**src/rtl/conv_counter_ctrl.sv**
```systemverilog
// conv_counter_ctrl
//   Sequencing controller for the number-conversion display path. Debounces
//   three active-low mode buttons, latches the selected mode (BIN/DEC/HEX),
//   runs a 4-bit counter seeded from the switches and advanced by an internal
//   prescaled tick, and produces registered glyph codes for three digit
//   decoders.
//
// Ports
//   i_clk      system clock, all state on the rising edge
//   i_rst      synchronous reset, active-high
//   i_btn[2:0] raw buttons, active-low: [0]=BIN, [1]=DEC, [2]=HEX
//   i_sw[3:0]  counter seed, sampled only when a new mode is selected
//   o_disp2    glyph code, leftmost digit
//   o_disp1    glyph code, middle digit
//   o_disp0    glyph code, rightmost digit
//   o_mode     0=NONE, 1=BIN, 2=DEC, 3=HEX
//   o_running  counter is advancing
//
// Glyph codes: 0..15 hex digit, 01011 "b", 01101 "d", 10000 "h", 10001 blank.

module conv_counter_ctrl #(
  parameter int DB_CYCLES = 500000,
  parameter int TICK_DIV  = 50000000
) (
  input  logic       i_clk,
  input  logic       i_rst,
  input  logic [2:0] i_btn,
  input  logic [3:0] i_sw,
  output logic [4:0] o_disp2,
  output logic [4:0] o_disp1,
  output logic [4:0] o_disp0,
  output logic [1:0] o_mode,
  output logic       o_running
);

  localparam int DBW = $clog2(DB_CYCLES + 1);
  localparam int PW  = $clog2(TICK_DIV + 1);
  localparam logic [DBW-1:0] DB_LAST   = DBW'(DB_CYCLES - 1);
  localparam logic [PW-1:0]  TICK_LAST = PW'(TICK_DIV - 1);

  localparam logic [4:0] G_B     = 5'b01011;
  localparam logic [4:0] G_D     = 5'b01101;
  localparam logic [4:0] G_H     = 5'b10000;
  localparam logic [4:0] G_BLANK = 5'b10001;
  localparam logic [4:0] G_ONE   = 5'd1;
  localparam logic [4:0] G_NINE  = 5'd9;

  typedef enum logic [1:0] {
    M_NONE = 2'd0,
    M_BIN  = 2'd1,
    M_DEC  = 2'd2,
    M_HEX  = 2'd3
  } mode_t;

  logic [2:0]     r_sync1;
  logic [2:0]     r_sync2;
  logic [2:0]     r_db_lvl;
  logic [DBW-1:0] r_db_cnt [3];

  mode_t          r_state;
  logic           r_running;
  logic [3:0]     r_cnt;
  logic [PW-1:0]  r_presc;

  logic [4:0]     r_disp2;
  logic [4:0]     r_disp1;
  logic [4:0]     r_disp0;

  logic [2:0]     w_press;
  logic           w_any_press;
  mode_t          w_target;
  logic [3:0]     w_cnt_adv;

  // Two-flop synchroniser; released (high) is the reset level.
  always_ff @(posedge i_clk) begin
    if (i_rst) begin
      r_sync1 <= 3'b111;
      r_sync2 <= 3'b111;
    end else begin
      r_sync1 <= i_btn;
      r_sync2 <= r_sync1;
    end
  end

  // Stability counters: the debounced level follows the synchronised level
  // only after DB_CYCLES consecutive cycles of disagreement.
  always_ff @(posedge i_clk) begin
    if (i_rst) begin
      r_db_lvl <= 3'b111;
      for (int i = 0; i < 3; i++) begin
        r_db_cnt[i] <= {DBW{1'b0}};
      end
    end else begin
      for (int i = 0; i < 3; i++) begin
        if (r_sync2[i] != r_db_lvl[i]) begin
          if (r_db_cnt[i] == DB_LAST) begin
            r_db_lvl[i] <= r_sync2[i];
            r_db_cnt[i] <= {DBW{1'b0}};
          end else begin
            r_db_cnt[i] <= r_db_cnt[i] + {{(DBW-1){1'b0}}, 1'b1};
          end
        end else begin
          r_db_cnt[i] <= {DBW{1'b0}};
        end
      end
    end
  end

  // Press event fires in the cycle the debounced level falls, so the FSM
  // reacts on the same edge the level is accepted.
  always_comb begin
    w_press = 3'b000;
    for (int i = 0; i < 3; i++) begin
      w_press[i] = r_db_lvl[i] & ~r_sync2[i] & (r_db_cnt[i] == DB_LAST);
    end
  end

  // Priority select among simultaneous presses: HEX > DEC > BIN.
  always_comb begin
    w_any_press = |w_press;
    if (w_press[2]) begin
      w_target = M_HEX;
    end else if (w_press[1]) begin
      w_target = M_DEC;
    end else begin
      w_target = M_BIN;
    end
  end

  // Next counter value on a tick; BIN wraps at 9 (seeds above 9 wrap too).
  always_comb begin
    if (r_state == M_BIN) begin
      w_cnt_adv = (r_cnt >= 4'd9) ? 4'd0 : (r_cnt + 4'd1);
    end else begin
      w_cnt_adv = r_cnt + 4'd1;
    end
  end

  // Mode FSM with counter and prescaler; a press outranks a coincident tick.
  always_ff @(posedge i_clk) begin
    if (i_rst) begin
      r_state   <= M_NONE;
      r_running <= 1'b0;
      r_cnt     <= 4'd0;
      r_presc   <= {PW{1'b0}};
    end else if (w_any_press) begin
      r_presc <= {PW{1'b0}};
      if (w_target == r_state) begin
        r_running <= ~r_running;
      end else begin
        r_state   <= w_target;
        r_cnt     <= i_sw;
        r_running <= 1'b0;
      end
    end else if (r_running) begin
      if (r_presc == TICK_LAST) begin
        r_presc <= {PW{1'b0}};
        r_cnt   <= w_cnt_adv;
      end else begin
        r_presc <= r_presc + {{(PW-1){1'b0}}, 1'b1};
      end
    end else begin
      r_presc <= r_presc;
    end
  end

  // Glyph generation, one cycle behind mode/counter.
  always_ff @(posedge i_clk) begin
    if (i_rst) begin
      r_disp2 <= G_BLANK;
      r_disp1 <= G_BLANK;
      r_disp0 <= G_BLANK;
    end else begin
      case (r_state)
        M_BIN: begin
          r_disp2 <= G_B;
          r_disp1 <= G_BLANK;
          r_disp0 <= (r_cnt <= 4'd9) ? {1'b0, r_cnt} : G_NINE;
        end
        M_DEC: begin
          r_disp2 <= G_D;
          if (r_cnt < 4'd10) begin
            r_disp1 <= G_BLANK;
            r_disp0 <= {1'b0, r_cnt};
          end else begin
            r_disp1 <= G_ONE;
            r_disp0 <= {1'b0, r_cnt - 4'd10};
          end
        end
        M_HEX: begin
          r_disp2 <= G_H;
          r_disp1 <= G_BLANK;
          r_disp0 <= {1'b0, r_cnt};
        end
        default: begin
          r_disp2 <= G_BLANK;
          r_disp1 <= G_BLANK;
          r_disp0 <= G_BLANK;
        end
      endcase
    end
  end

  assign o_disp2   = r_disp2;
  assign o_disp1   = r_disp1;
  assign o_disp0   = r_disp0;
  assign o_mode    = r_state;
  assign o_running = r_running;

endmodule

```
**config.mk**
```make
export PLATFORM = sky130hd
export DESIGN_NAME = conv_counter_ctrl
export DESIGN_NICKNAME = d
export VERILOG_FILES = /design/src/rtl/conv_counter_ctrl.sv
export SDC_FILE = /design/constraint.sdc
export NUM_CORES = 1
export LEC_CHECK = 0
export CAP_MARGIN = 20
export CORE_MARGIN = 1.5
export CORE_UTILIZATION = 44
export CTS_CLUSTER_SIZE = 40
export DETAILED_ROUTE_END_ITERATION = 16
export PLACE_DENSITY = 0.66
export SLEW_MARGIN = 10
export SYNTH_ARGS = -nofsm -noshare
export SYNTH_HDL_FRONTEND = slang
export SYNTH_SLANG_ARGS = --single-unit
```
**constraint.sdc**
```tcl
create_clock -name i_clk -period 4.1 [get_ports i_clk]
set_clock_uncertainty 0.1 [all_clocks]
set_input_delay 0.41 -clock i_clk [delete_from_list [all_inputs] [get_ports i_clk]]
set_output_delay 0.41 -clock i_clk [all_outputs]
set_load 0.1 [all_outputs]
```
== Yosys cells after proc, flatten, opt, wreduce, memory -nomap -nowiden ==
Memories as Yosys holds them, arrays and structs flattened.
Cells that the tools add are included.

* Equal/unequal tests: 12
* Muxes and demuxes: 59
* Add/subtract/negate cells: 6
* Reductions and logical operators: 10
* Order comparisons: 3
* Bitwise gates (word level): 21

{| class="wikitable"
|+ Operators with widths
! operator !! count
|-
| 19-bit two-way mux || 9
|-
| 19-bit by 1-bit adder with 19-bit output (second input constant) || 3
|-
| 19-bit == test (second input constant) || 3
|-
| 1-bit two-way mux || 36
|-
| 4-bit two-way mux || 8
|-
| 5-bit one-hot mux with 3 select lines || 2
|-
| 26-bit by 1-bit adder with 26-bit output (second input constant) || 1
|-
| 26-bit == test (second input constant) || 1
|-
| 26-bit two-way mux || 1
|-
| 1-bit OR || 9
|-
| 2-bit AND reduction || 4
|-
| 1-bit bitwise AND || 6
|-
| 1-bit inverter || 6
|-
| 5-bit two-way mux || 1
|-
| 4-bit by 1-bit adder with 4-bit output (second input constant) || 1
|-
| 2-bit == test (second input constant) || 2
|-
| 4-bit greater-or-equal comparator (second input constant) || 1
|-
| 4-bit <= comparator (second input constant) || 1
|-
| 4-bit < comparator (second input constant) || 1
|-
| 2-bit two-way mux || 2
|-
| 2-bit nonzero test || 2
|-
| 4-bit OR reduction || 1
|-
| 4-bit subtractor (second input constant) || 1
|-
| 1-bit inequality test || 3
|-
| other kinds (6) || 6
|}

* Memories kept: 1
* RAM bits: 57
* Input port bits: 9
* Flip-flop bits (word level): 57

{| class="wikitable"
|+ Memory list
! memory !! depth !! width !! read ports !! clocked after Yosys merged registers in !! write ports !! RTL line !! source
|-
| r_db_cnt || 3 || 19 || 3 || 0 || 3 || 58 || <nowiki>logic [DBW-1:0] r_db_cnt [3];</nowiki>
|}

== Logic depth before layout (Yosys ltp) ==
An unclocked memory read counts as a cell.

* Word-level depth: 9
* Mapped depth: 8

== Worst setup path before layout ==
Ideal clock, no wire load.

* Kind: reg2reg
* Start point: register r_state[1], in the netlist o_mode[1]
* End point: register r_cnt[0]
* Slack: 1.174 ns
* Cell stages (with the launch flop): 7
* Buffers on the path: 0
* Arrival time: 2.759 ns
* Path through: dfxtp_1 -> inv_1 -> ha_1 -> o311ai_0 -> or4b_2 -> a211o_1 -> a21oi_2

* Word-level cells in the longest chain between the ends: 5
* Elaborated cells on any way between the ends: 8

{| class="wikitable"
|+ RTL lines
! element !! RTL line !! source
|-
| start, declared || 60 || <nowiki>mode_t r_state;</nowiki>
|-
| start signal, assigned || 151 || <nowiki>r_state <= w_target;</nowiki>
|-
| 2-bit by 1-bit == test with 1-bit output || 132 || <nowiki>if (r_state == M_BIN) begin</nowiki>
|-
| 4-bit two-way mux || 132 ||
|-
| 4-bit two-way mux || 156 || <nowiki>if (r_presc == TICK_LAST) begin</nowiki>
|-
| 4-bit two-way mux || 155 || <nowiki>end else if (r_running) begin</nowiki>
|-
| 4-bit two-way mux || 146 || <nowiki>end else if (w_any_press) begin</nowiki>
|-
| end signal, assigned || 152 || <nowiki>r_cnt <= i_sw;</nowiki>
|-
| end signal, assigned || 158 || <nowiki>r_cnt <= w_cnt_adv;</nowiki>
|-
| end, declared || 62 || <nowiki>logic [3:0] r_cnt;</nowiki>
|}

Several ways; a longest one is shown, not always the timed one. The select of a mux whose other input is x is not followed.
A chain may end at the register's enable or synchronous reset.

==> impl_metrics.env <==
export IMPL_n_antenna_cell=0
export IMPL_place_detailed_instances=820
export IMPL_detail_route_met3_wl_um=348
export IMPL_die_area_mm2=0.0135
export IMPL_synth_top_flop_cell="edfxtp_1"
export IMPL_cts_sinks=110
export IMPL_ys_ff_latch=110
export IMPL_drive_above_1_share=0.0467
export IMPL_detailed_place_hpwl_mm=7.44
export IMPL_critical_path_max_fanout=25
export IMPL_fin_nets=684
export IMPL_cell_pwr_density_mw_per_mm2=340
export IMPL_num_fill_cells=1215
export IMPL_clock_insertion_delay_at_the_later_pin_of_the_skew_report_ns=0.36
export IMPL_initial_antenna_violation_count=0
export IMPL_yosys_warnings=0
export IMPL_grt_overflow=0
export IMPL_vias=4083
export IMPL_die_ht_um=116
export IMPL_dr_pass1_iters=4
export IMPL_fmax_mhz=372
export IMPL_drc_marker_count_from_the_first_detailed_route_iteration=262
export IMPL_cellLeakagePower_nw=2.34
export IMPL_rsz_0062_raised_after_global_routing="no"
export IMPL_numCtsBuffers=9
export IMPL_finalCriticalPeriod_ns=2.69
export IMPL_yosysUniqueCellTypes=53
export IMPL_ys_seq_area_frac=0.493
export IMPL_multiInputGateArea_mm2=0.00290
export IMPL_post_cts_resized=0
export IMPL_result_of_the_run="complete, no violations"
export IMPL_net_switching_power_w=0.000487
export IMPL_post_synth_instance_area_mm2=0.00562
export IMPL_cts_root_buffer_cell="clkbuf_16"
export IMPL_pwr_share_clk=0.415
export IMPL_tritoncts="yes"
export IMPL_share_seq_of_total_power=0.547
export IMPL_routed_via_density=4.88
export IMPL_final_hold_viol_count=0
export IMPL_worst_setup_path_start_kind="flop"
export IMPL_post_cts_repair_setup_buffers=0
export IMPL_cell_internal_pwr_w=0.00173
export IMPL_share_comb_of_total_power=0.038
export IMPL_crit_path_max_cell_delay_ns=0.55
export IMPL_clk_pin_slew_worst_paths_ns=0.07
export IMPL_final_instance_count_excl_fill=836
export IMPL_drt_total_wl_mm=10.3
export IMPL_detail_route_wl_per_cell_um=12.3
export IMPL_cp_end_kind="flop"
export IMPL_post_route_period_util=0.655
export IMPL_totalNegativeSetupSlack_ns=0
export IMPL_drcViolationCount=0
export IMPL_global_route_wire_length_before_repair_mm=17.3
export IMPL_fp_coreArea_mm2=0.0125
export IMPL_clk_path_buf_depth=2
export IMPL_min_path_type="flop to flop"
export IMPL_slew_viol_final=0
export IMPL_worst_ir_drop_vdd_v=0.000177
export IMPL_sw_frac_of_total=0.220
export IMPL_slew_limit_headroom=0.297
export IMPL_portBuffers=22
export IMPL_grt_start_max_net_pins=26
export IMPL_floorplan_initialDensity=0.449
export IMPL_timing_critical_path_cells="or4b_1, or4_4, o32ai_4, nor3_1, o21ai_2, nor2_1"
export IMPL_seqCellArea_mm2=0.00277
export IMPL_met2RoutedLength_mm=4.83
export IMPL_gr_usage_all_layers=0.165
export IMPL_timing_final_setup_violations=0
export IMPL_dr_max_layer_used="met4"
export IMPL_cap_violations=0
export IMPL_areaGrowthSynthToFinish_pct=15.9
export IMPL_die_boundary_width_um=116
export IMPL_asyncSetResetFlopFracSynth=0
export IMPL_synth_enable_flop_cells=57
export IMPL_cts_hold_buffers=0
export IMPL_row_count=41
export IMPL_critical_path_slowest_cell="or4b_1"
export IMPL_synthesis_instances=583
export IMPL_gp_congestion=0.813
export IMPL_first_global_vias=3813
export IMPL_post_synthesis_average_cell_area_um2=9.64
export IMPL_path_class="flop to flop"
export IMPL_crit_required_ns=4.21
export IMPL_critical_path_at_ns=2.80
export IMPL_antenna_violating_nets_post_route=0
export IMPL_cts_htree_levels=3
export IMPL_ioPinCount=27
export IMPL_wl_met1_mm=4.94
export IMPL_timing_worst_slew_pin_value_ns=1.05
==> synthesized netlist by cell type, types with 2 or more instances <==
cell type / count / share of area
o21ai_0: 12 / 0.011
o21a_1: 3 / 0.0040
nand3_1: 32 / 0.028
nor4_1: 5 / 0.0056
dfxtp_1: 53 / 0.19
a211o_1: 2 / 0.0031
o21ai_2: 2 / 0.0031
nor2b_1: 5 / 0.0056
o311ai_0: 3 / 0.0047
conb_1: 2 / 0.0013
or2_2: 8 / 0.0089
o21bai_1: 2 / 0.0027
buf_4: 4 / 0.0053
mux2i_1: 3 / 0.0053
nor2_1: 111 / 0.074
xnor2_1: 31 / 0.048
and3_1: 19 / 0.021
buf_2: 3 / 0.0027
nor4bb_1: 2 / 0.0036
a211oi_1: 2 / 0.0027
clkbuf_1: 10 / 0.0067
nand2_1: 42 / 0.028
or3_1: 4 / 0.0045
nor4b_1: 6 / 0.0093
or4_1: 3 / 0.0040
o211ai_1: 3 / 0.0040
xor2_1: 45 / 0.070
inv_1: 20 / 0.013
a21oi_1: 11 / 0.0098
nand4_1: 18 / 0.020
a21o_1: 2 / 0.0027
and4_1: 7 / 0.011
edfxtp_1: 57 / 0.30
and2_1: 5 / 0.0056
ha_1: 16 / 0.036
nor3_1: 13 / 0.012
==> critical path, delay by kind of cell, from the launching register on <==
| kind | cells | cell delay, ns |
|---|---|---|
| compound gates | 2 | 0.71 |
| flops | 1 | 0.43 |
| simple gates | 4 | 1.29 |
==> flip-flops by register name (all words and copies together) (netlist names) <==
register and flops:
o_mode 2, r_sync1 3, r_sync2 3, o_disp0 5
o_disp2 5, o_running 1, r_db_lvl 3, r_db_cnt 57
r_presc 26, r_cnt 4, o_disp1 1
==> per-stage QoR <==
stage                     instance area, um2  hold slack, ns  worst slack [ns]  utilization  total power [W]
final                                   6510           0.313              1.41        0.520          0.00221
after global routing                    6510           0.325              1.06        0.520          0.00229
after CTS                               6510           0.315              1.38        0.520          0.00224
after detailed placement                6200           0.297              1.40        0.496          0.00132
after global placement                  6190           0.292              1.40        0.495          0.00132
after floorplan                         5840           0.289              1.17            -          0.00130
==> metal layers <==
metal,vias to the layer above,track usage
met5,-,0
met4,0,0.0626
met3,12,0.0455
met2,56,0.264
met1,1891,0.213
li1,2124,-
==> power by group through the flow <==
stage               Combinational, W  Clock [W]  Sequential (W)
finish                     0.0000843   0.000919         0.00121
global route               0.0000958   0.000980         0.00122
CTS                        0.0000834   0.000946         0.00121
detailed placement         0.0000828          0         0.00124
global placement           0.0000813          0         0.00123
floorplan                  0.0000683          0         0.00123
==> worst paths after layout <==
| kind | to | depth (start not counted) | start | slack, ns |
|---|---|---|---|---|
| min reg2reg | r_sync2[1] | 1 | r_sync1[1] | 0.31 |
| max | r_presc[14] | 6 | r_db_cnt[2][10] | 1.41 |
| min | r_sync2[1] | 1 | r_sync1[1] | 0.31 |
| max reg2reg | r_presc[14] | 6 | r_db_cnt[2][10] | 1.41 |
==> cells in the final DEF, fill, tap and decap left out, types with 4 or more instances in the layout <==
cell type        Yosys  final
and4_1               7      7
clkbuf_16            0     10
or2_2                8      8
nand4_1             18     18
nor2_1             111    111
nor4_1               5      5
and3_1              19     19
clkdlybuf4s50_1      0     22
inv_1               20     20
nand2_1             42     42
ha_1                16     16
nor4b_1              6      6
o21ai_0             12     12
nand3_1             32     32
xnor2_1             31     31
nor3_1              13     13
or3_1                4      4
xor2_1              45     45
nor2b_1              5      5
edfxtp_1            57     57
dfxtp_1             53     53
a21oi_1             11     11
conb_1               2     61
and2_1               5      5
==> layout make-up <==
class	count	share of cell area
repair buffers	24	0.0367
clock buffers	12	0.0396
well taps	172	0.0330
multi-input cells	494	0.445
inverters	20	0.0115
clock inverters	4	0.00807
flip-flops and latches	110	0.426
==> cells by family after synthesis <==
group,after synthesis,share of synthesized area
AOI/OAI and AO/OA,50,0.0614
xor gates and xnor gates,76,0.118
adders and majority gates,16,0.0356
buffers and inverters,38,0.0301
DFF,110,0.493
muxes,3,0.00534
other,2,0.00134
and+or+nand+nor,288,0.254
Power figures use the tool's default switching activity.
